[config.mk]
export PLATFORM = sky130hd
export DESIGN_NAME = mem_arbiter
export DESIGN_NICKNAME = d
export VERILOG_FILES = /design/src/rtl/mem_arb_pkg.sv /design/src/rtl/mem_arb_timer.sv /design/src/rtl/mem_arbiter.sv
export SDC_FILE = /design/constraint.sdc
export NUM_CORES = 1
export LEC_CHECK = 0
export BUFFER_PORTS_ARGS = -buffer_cell sky130_fd_sc_hd__buf_2
export CELL_PAD_IN_SITES_DETAIL_PLACEMENT = 1
export CELL_PAD_IN_SITES_GLOBAL_PLACEMENT = 1
export CORE_ASPECT_RATIO = 1.1
export CORE_MARGIN = 1.5
export CORE_UTILIZATION = 32
export DETAILED_ROUTE_END_ITERATION = 12
export PLACE_DENSITY_LB_ADDON = 0.2
export SLEW_MARGIN = 10
export SYNTH_ARGS = -nofsm -noshare
export SYNTH_HDL_FRONTEND = slang
export SYNTH_SLANG_ARGS = --single-unit
[constraint.sdc]
create_clock -name clk -period 2.3 [get_ports clk]
set_input_delay 0.23 -clock clk [delete_from_list [all_inputs] [get_ports clk]]
set_output_delay 0.23 -clock clk [all_outputs]
set_load 0.01 [all_outputs]
[src/rtl/mem_arb_pkg.sv]
// Shared types and widths for the single-port memory arbiter.
package mem_arb_pkg;

    localparam int ADDR_W = 16;
    localparam int DATA_W = 16;

    // Access sequencing: grant in IDLE, strobe in ISSUE, wait for the memory in WAIT
    typedef enum logic [1:0] {
        IDLE  = 2'd0,
        ISSUE = 2'd1,
        WAIT  = 2'd2
    } arb_state_e;

    // Which requester owns the access currently in flight
    typedef enum logic {
        OWN_IF = 1'b0,
        OWN_D  = 1'b1
    } arb_owner_e;

endpackage

[src/rtl/mem_arb_timer.sv]
// Timeout counter for the arbiter's WAIT state. Cleared while the access is
// being issued, counts every WAIT cycle without mem_rdy, and flags expiry on
// the cycle whose count reaches TIMEOUT.
module mem_arb_timer
    import mem_arb_pkg::*;
#(
    parameter int TIMEOUT = 15
) (
    input  logic clk,
    input  logic rst,
    input  logic clear_i,
    input  logic count_i,
    output logic expire_o
);

    localparam int CNT_W = (TIMEOUT < 2) ? 1 : $clog2(TIMEOUT);

    logic [CNT_W-1:0] cnt_q, cnt_d;

    // Next count: clear has priority, otherwise step while counting
    always_comb begin
        cnt_d = cnt_q;
        if (clear_i) begin
            cnt_d = '0;
        end else if (count_i) begin
            cnt_d = cnt_q + CNT_W'(1);
        end
    end

    // Counter register
    always_ff @(posedge clk or posedge rst) begin
        if (rst) begin
            cnt_q <= '0;
        end else begin
            cnt_q <= cnt_d;
        end
    end

    // The count taken this cycle would reach TIMEOUT
    assign expire_o = count_i && (cnt_q == CNT_W'(TIMEOUT - 1));

endmodule

[src/rtl/mem_arbiter.sv]
// Single-port memory arbiter sharing one unified memory between instruction
// fetch and the load/store path. Data requests win over fetches, grants are
// never preempted, and halt only blocks new fetch grants.
// Optional feature: define MEM_ARB_TIMEOUT_EN to abort an access that sees
// no mem_rdy within TIMEOUT WAIT cycles (returns zero data and pulses mem_err).
module mem_arbiter
    import mem_arb_pkg::*;
#(
    parameter int TIMEOUT = 15
) (
    input  logic              clk,
    input  logic              rst,
    input  logic              hlt,
    input  logic              if_req,
    input  logic [ADDR_W-1:0] if_addr,
    output logic [DATA_W-1:0] if_rdata,
    output logic              if_valid,
    output logic              stall_if,
    input  logic              d_req,
    input  logic              d_we,
    input  logic [ADDR_W-1:0] d_addr,
    input  logic [DATA_W-1:0] d_wdata,
    output logic [DATA_W-1:0] d_rdata,
    output logic              d_valid,
    output logic              stall_d,
    output logic              mem_en,
    output logic              mem_we,
    output logic [ADDR_W-1:0] mem_addr,
    output logic [DATA_W-1:0] mem_wdata,
    input  logic [DATA_W-1:0] mem_rdata,
    input  logic              mem_rdy,
    output logic              mem_err
);

    arb_state_e        state_q, state_d;
    arb_owner_e        owner_q, owner_d;
    logic              we_q, we_d;
    logic [ADDR_W-1:0] addr_q, addr_d;
    logic [DATA_W-1:0] wdata_q, wdata_d;

    logic in_wait;
    logic abort;
    logic finish;

    assign in_wait = (state_q == WAIT);

`ifdef MEM_ARB_TIMEOUT_EN
    logic timer_clear;
    logic timer_count;
    logic timer_expire;

    assign timer_clear = (state_q == ISSUE);
    assign timer_count = in_wait && !mem_rdy;

    mem_arb_timer #(
        .TIMEOUT (TIMEOUT)
    ) u_timer (
        .clk      (clk),
        .rst      (rst),
        .clear_i  (timer_clear),
        .count_i  (timer_count),
        .expire_o (timer_expire)
    );

    // A real mem_rdy always beats expiry because counting stops when it arrives
    assign abort = in_wait && timer_expire;
`else
    logic unused_timeout;
    assign unused_timeout = ^TIMEOUT;
    assign abort          = 1'b0;
`endif

    // The access in flight ends this cycle, either by mem_rdy or by abort
    assign finish = in_wait && (mem_rdy || abort);

    // Next-state: pick a requester in IDLE (data first), then strobe and wait
    always_comb begin
        state_d = state_q;
        owner_d = owner_q;
        we_d    = we_q;
        addr_d  = addr_q;
        wdata_d = wdata_q;
        case (state_q)
            IDLE: begin
                if (d_req) begin
                    owner_d = OWN_D;
                    we_d    = d_we;
                    addr_d  = d_addr;
                    wdata_d = d_wdata;
                    state_d = ISSUE;
                end else if (if_req && !hlt) begin
                    owner_d = OWN_IF;
                    we_d    = 1'b0;
                    addr_d  = if_addr;
                    state_d = ISSUE;
                end
            end
            ISSUE: begin
                state_d = WAIT;
            end
            WAIT: begin
                if (finish) begin
                    state_d = IDLE;
                end
            end
            default: begin
                state_d = IDLE;
            end
        endcase
    end

    // State, owner and latched access registers
    always_ff @(posedge clk or posedge rst) begin
        if (rst) begin
            state_q <= IDLE;
            owner_q <= OWN_IF;
            we_q    <= 1'b0;
            addr_q  <= '0;
            wdata_q <= '0;
        end else begin
            state_q <= state_d;
            owner_q <= owner_d;
            we_q    <= we_d;
            addr_q  <= addr_d;
            wdata_q <= wdata_d;
        end
    end

    // The strobe is decoded from state so reset removes it immediately
    assign mem_en    = (state_q == ISSUE);
    assign mem_we    = we_q;
    assign mem_addr  = addr_q;
    assign mem_wdata = wdata_q;
    assign mem_err   = abort;

    assign if_valid = finish && (owner_q == OWN_IF);
    assign d_valid  = finish && (owner_q == OWN_D);
    assign stall_if = if_req && !if_valid;
    assign stall_d  = d_req && !d_valid;

    assign if_rdata = (abort && (owner_q == OWN_IF)) ? '0 : mem_rdata;
    assign d_rdata  = (abort && (owner_q == OWN_D))  ? '0 : mem_rdata;

endmodule

== Yosys cells after proc, flatten, opt, wreduce, memory -nomap -nowiden ==
Cells that the tools add are included.
Operators by class
  mux-type cells: 9
  reductions and logical operators: 14
  order comparisons: 0
  $add $sub $neg: 0
  $mul: 0
  eq/ne operators: 4
  shift operators: 0
  bitwise gates (word level): 1
  div/mod/pow operators: 0
Operators by type and width (number)
  $mux 16: 2
  $logic_and 1x1->1: 6
  $mux 2: 3
  $pmux 2 s3: 1
  $reduce_and 2->1: 3
  $logic_not 1->1: 3
  $mux 1: 3
  $ne 3x3->1 const B: 1
  $eq 2x1->1 const B: 1
  $eq 2x2->1 const B: 1
  $logic_not 2->1: 1
  $ne 2x1->1 const B: 1
  $reduce_bool 2->1: 1
  $not 1->1: 1
Word-level totals
  memories: 0
  bits in read-only memories: 0
  bits in latches: 0
  input bits: 71
  register bits after elaboration: 36
  RAM bits: 0
  output and inout port bits: 71
  logic and storage cells: 33

== Longest topological paths before layout ==
  depth in word-level cells: 5
  depth in mapped cells: 5
  gate-level depth less buffers: 3

== Worst setup path after synthesis ==
Ideal clock, no wire load.
  path type: reg-to-reg
  start: register state_q[1]
  end: register wdata_q[0] (netlist: mem_wdata[0])
  library setup time: 0.125 ns
  stages on the path, launching flop included: 6
  required time: 2.175 ns
  buffers on the path: 2
  period minus slack after synthesis: 1.378 ns
  arrival: 1.252 ns
  slack: 0.922 ns
  path through: dfrtp_1 -> nor2_1 -> and2_1 -> buf_6 -> buf_6 -> mux2_4
On the way
  word-level cells in the longest chain between the ends: 2
RTL lines
  start: declaration: RTL line mem_arbiter.sv:35  | arb_state_e state_q, state_d;
  start signal: assignment: RTL line mem_arbiter.sv:121  | state_q <= state_d;
  $logic_not 2->1: RTL line mem_arbiter.sv:83  | case (state_q)
  $reduce_and 2->1 (no source line)
  end signal: assignment: RTL line mem_arbiter.sv:125  | wdata_q <= wdata_d;
  end: declaration: RTL line mem_arbiter.sv:39  | logic [DATA_W-1:0] wdata_q, wdata_d;
No other way between the ends.
A chain may end at the register's enable or synchronous reset.

== Worst setup path after layout ==
  start: register state_q[1]
  end: register addr_q[15] (netlist: mem_addr[15])
On the way
  word-level cells in the longest chain between the ends: 2
RTL lines
  $logic_not 2->1: RTL line mem_arbiter.sv:83
  $reduce_and 2->1 (no source line)
  end signal: assignment: RTL line mem_arbiter.sv:124  | addr_q <= addr_d;
  end: declaration: RTL line mem_arbiter.sv:38  | logic [ADDR_W-1:0] addr_q, addr_d;
No other way between the ends.

==> metrics.txt <==
Async SR Flop Fraction=100%; Leak=1.16 nW; grt ovf=0; vias in the first global route=1446; root buf cell=clkbuf_8; sequential fraction of the synthesis area=46.7%; CP Max Fanout=10; number of nets in the layout=275; reg-to-reg startpoint=state_q[1]; DIE HEIGHT=84.4 um; Pins Over Slew Limit=0; Hold Fails Final Rpt=0; Port Buffers=92; DR vias=1237; met2 Usage GRT=23.9%; number of setup violations in the final report=0; synth warn=0; outcome=finished clean; global-route wire length before repair=6870 um; # H-tree levels=2; worst min path class=in -> async; Netlist Area Pre-Place=0.00193 mm2; clk_skew=0.00412 ns; number of diodes=0; TritonCTS clock tree=done; PostCTS Resize Cnt=0; Area Growth Syn to Fin=19.5%; gate count of the mapped netlist=140; vias per cell=4.39; M1 GR Usage=14.1%; initial antenna violation count=0; M3 GR Usage=5.33%; #FFs+latches synth=36; Setup crit end kind=register; Filler cells=674; Power Density=1240 mW/mm2; Synth Net Count=211; maxcap violations=0; Starting DRT DRC Count=5; DRC=0; Multi-input gate area=702 um2; Num Clock Sinks=36; clk_lat worst skew=0.28 ns; clock-pin transition on the worst setup and hold timing paths=0.07 ns; GP Congestion=0.644; Synth cell types=21; Placed Area=0.00220 mm2; post-CTS setup buffers=0; I/O Pins=142; commonest non-fill, non-tap cell in the layout=buf_2; dpl hpwl=3290 um; reg2reg end=mem_addr[15]; CP arrival=1.88 ns; CP Launch Type=register; Top Usage Layer GRT=met2; chip width=77.0 um; FF-to-FF setup slack=0.59 ns; total die area=0.00650 mm2; Hold Buf Count CTS=0; Initial Util=33.2%; total track usage=13.5%; Routed WL=4160 um; Reg2Reg Depth=4; crit path time final=1.71 ns; worst setup path category=reg -> reg; Syn Area/Cell=13.8 um2; post-route ant nets=0; peak supply drop=0.000429 V; most frequent cells in the layout=92 x buf_2, 36 x dfrtp_1, 23 x mux2_2, 17 x mux2_4, 8 x mux2_1; Cell Rows=29; share of layout cells above drive strength 1=69.8%; per-cell routed wire length=14.8 um; crit share post-route=74.5%; TritonRoute pass-1 iters=4; setup tns final=0 ns; EDFF count, synth=0; Top FF cell, synth=dfrtp_1; TritonCTS Buffers=5; Seq. cell area=901 um2; RSZ-0062 raised after global routing=false; achievable frequency=0.583 GHz; Post-Layout Inst Area=0.00230 mm2; Max clock buf depth=2; core area=0.00581 mm2; maximum number of pins on one net before global-route repair=37; Crit path required time=2.47 ns
==> metal layers <==
metal | wire [um] | up-vias
met5 | 0 | -
met4 | 118 | 0
met3 | 406 | 15
met2 | 2100 | 66
met1 | 1530 | 595
li1 | - | 561
==> cells by family after synthesis <==
group	count (synthesis)	synth area share (%)
other	1	0.194
multiplexers	48	31.3
buffers and inverters	41	16.9
AO/OA/AOI/OAI	4	1.62
flip-flops	36	46.7
AND/OR/NAND/NOR	10	3.24
==> worst max path at each step <==
stage	startpoint	to	slack [ns]	cells after the start
floorplan	state_q[1]	mem_wdata[0]	0.92	5
detailed placement	state_q[1]	mem_addr[13]	0.56	4
CTS	state_q[1]	mem_addr[15]	0.56	4
global placement	state_q[1]	mem_addr[11]	0.63	4
finish	state_q[1]	mem_addr[15]	0.59	4
global route	state_q[1]	mem_addr[15]	0.44	4
==> power breakdown <==
group / internal, mW / switching (mW)
sequential: 0.954 / 0.176
clock: 0.322 / 0.217
combinational: 0.683 / 0.517
total: 1.96 / 0.910
==> registers in the layout (all words and copies together), names as in the netlist <==
| name | count |
|---|---|
| owner_q | 1 |
| state_q | 2 |
| mem_addr | 16 |
| mem_we | 1 |
| mem_wdata | 16 |
==> final cells by class <==
type,instances,share of cell area (%)
Clock buffer,6,3.15
Clock inverter,2,1.52
Inverter,2,0.326
Multi-Input combinational cell,63,30.5
Sequential cell,36,39.1
Tap cell,77,4.18
Timing Repair Buffer,96,21.3
==> through the flow <==
stage | hold WS [ns] | std cells | util [%] | setup slack (ns) | power (mW)
3_3_place_gp | 0.352 | 274 | 37.8 | 0.633 | 2.32
2_1_floorplan | 0.327 | 140 | - | 0.922 | 1.99
3_5_place_dp | 0.366 | 274 | 37.8 | 0.564 | 2.37
4_1_cts | 0.0538 | 282 | 39.7 | 0.561 | 2.92
6_report | 0.0439 | 282 | 39.7 | 0.586 | 2.87
5_1_grt | 0.0806 | 282 | 39.7 | 0.445 | 3.06
==> cells in the mapped netlist, types with 2 or more instances <==
library cell / instances / area, um2
mux2_1: 8 / 90.1
mux2_4: 17 / 255
buf_4: 33 / 248
nor2b_1: 4 / 25.0
mux2_2: 23 / 259
dfrtp_1: 36 / 901
inv_1: 2 / 7.51
buf_6: 4 / 45.0
==> critical path, cell delays in order (launching register included) <==
cell     delay, ns
dfrtp_1       0.41
nor2_1        0.20
o21a_1        0.38
buf_4         0.29
mux2_4        0.32
(Power assumes the default switching activity.)
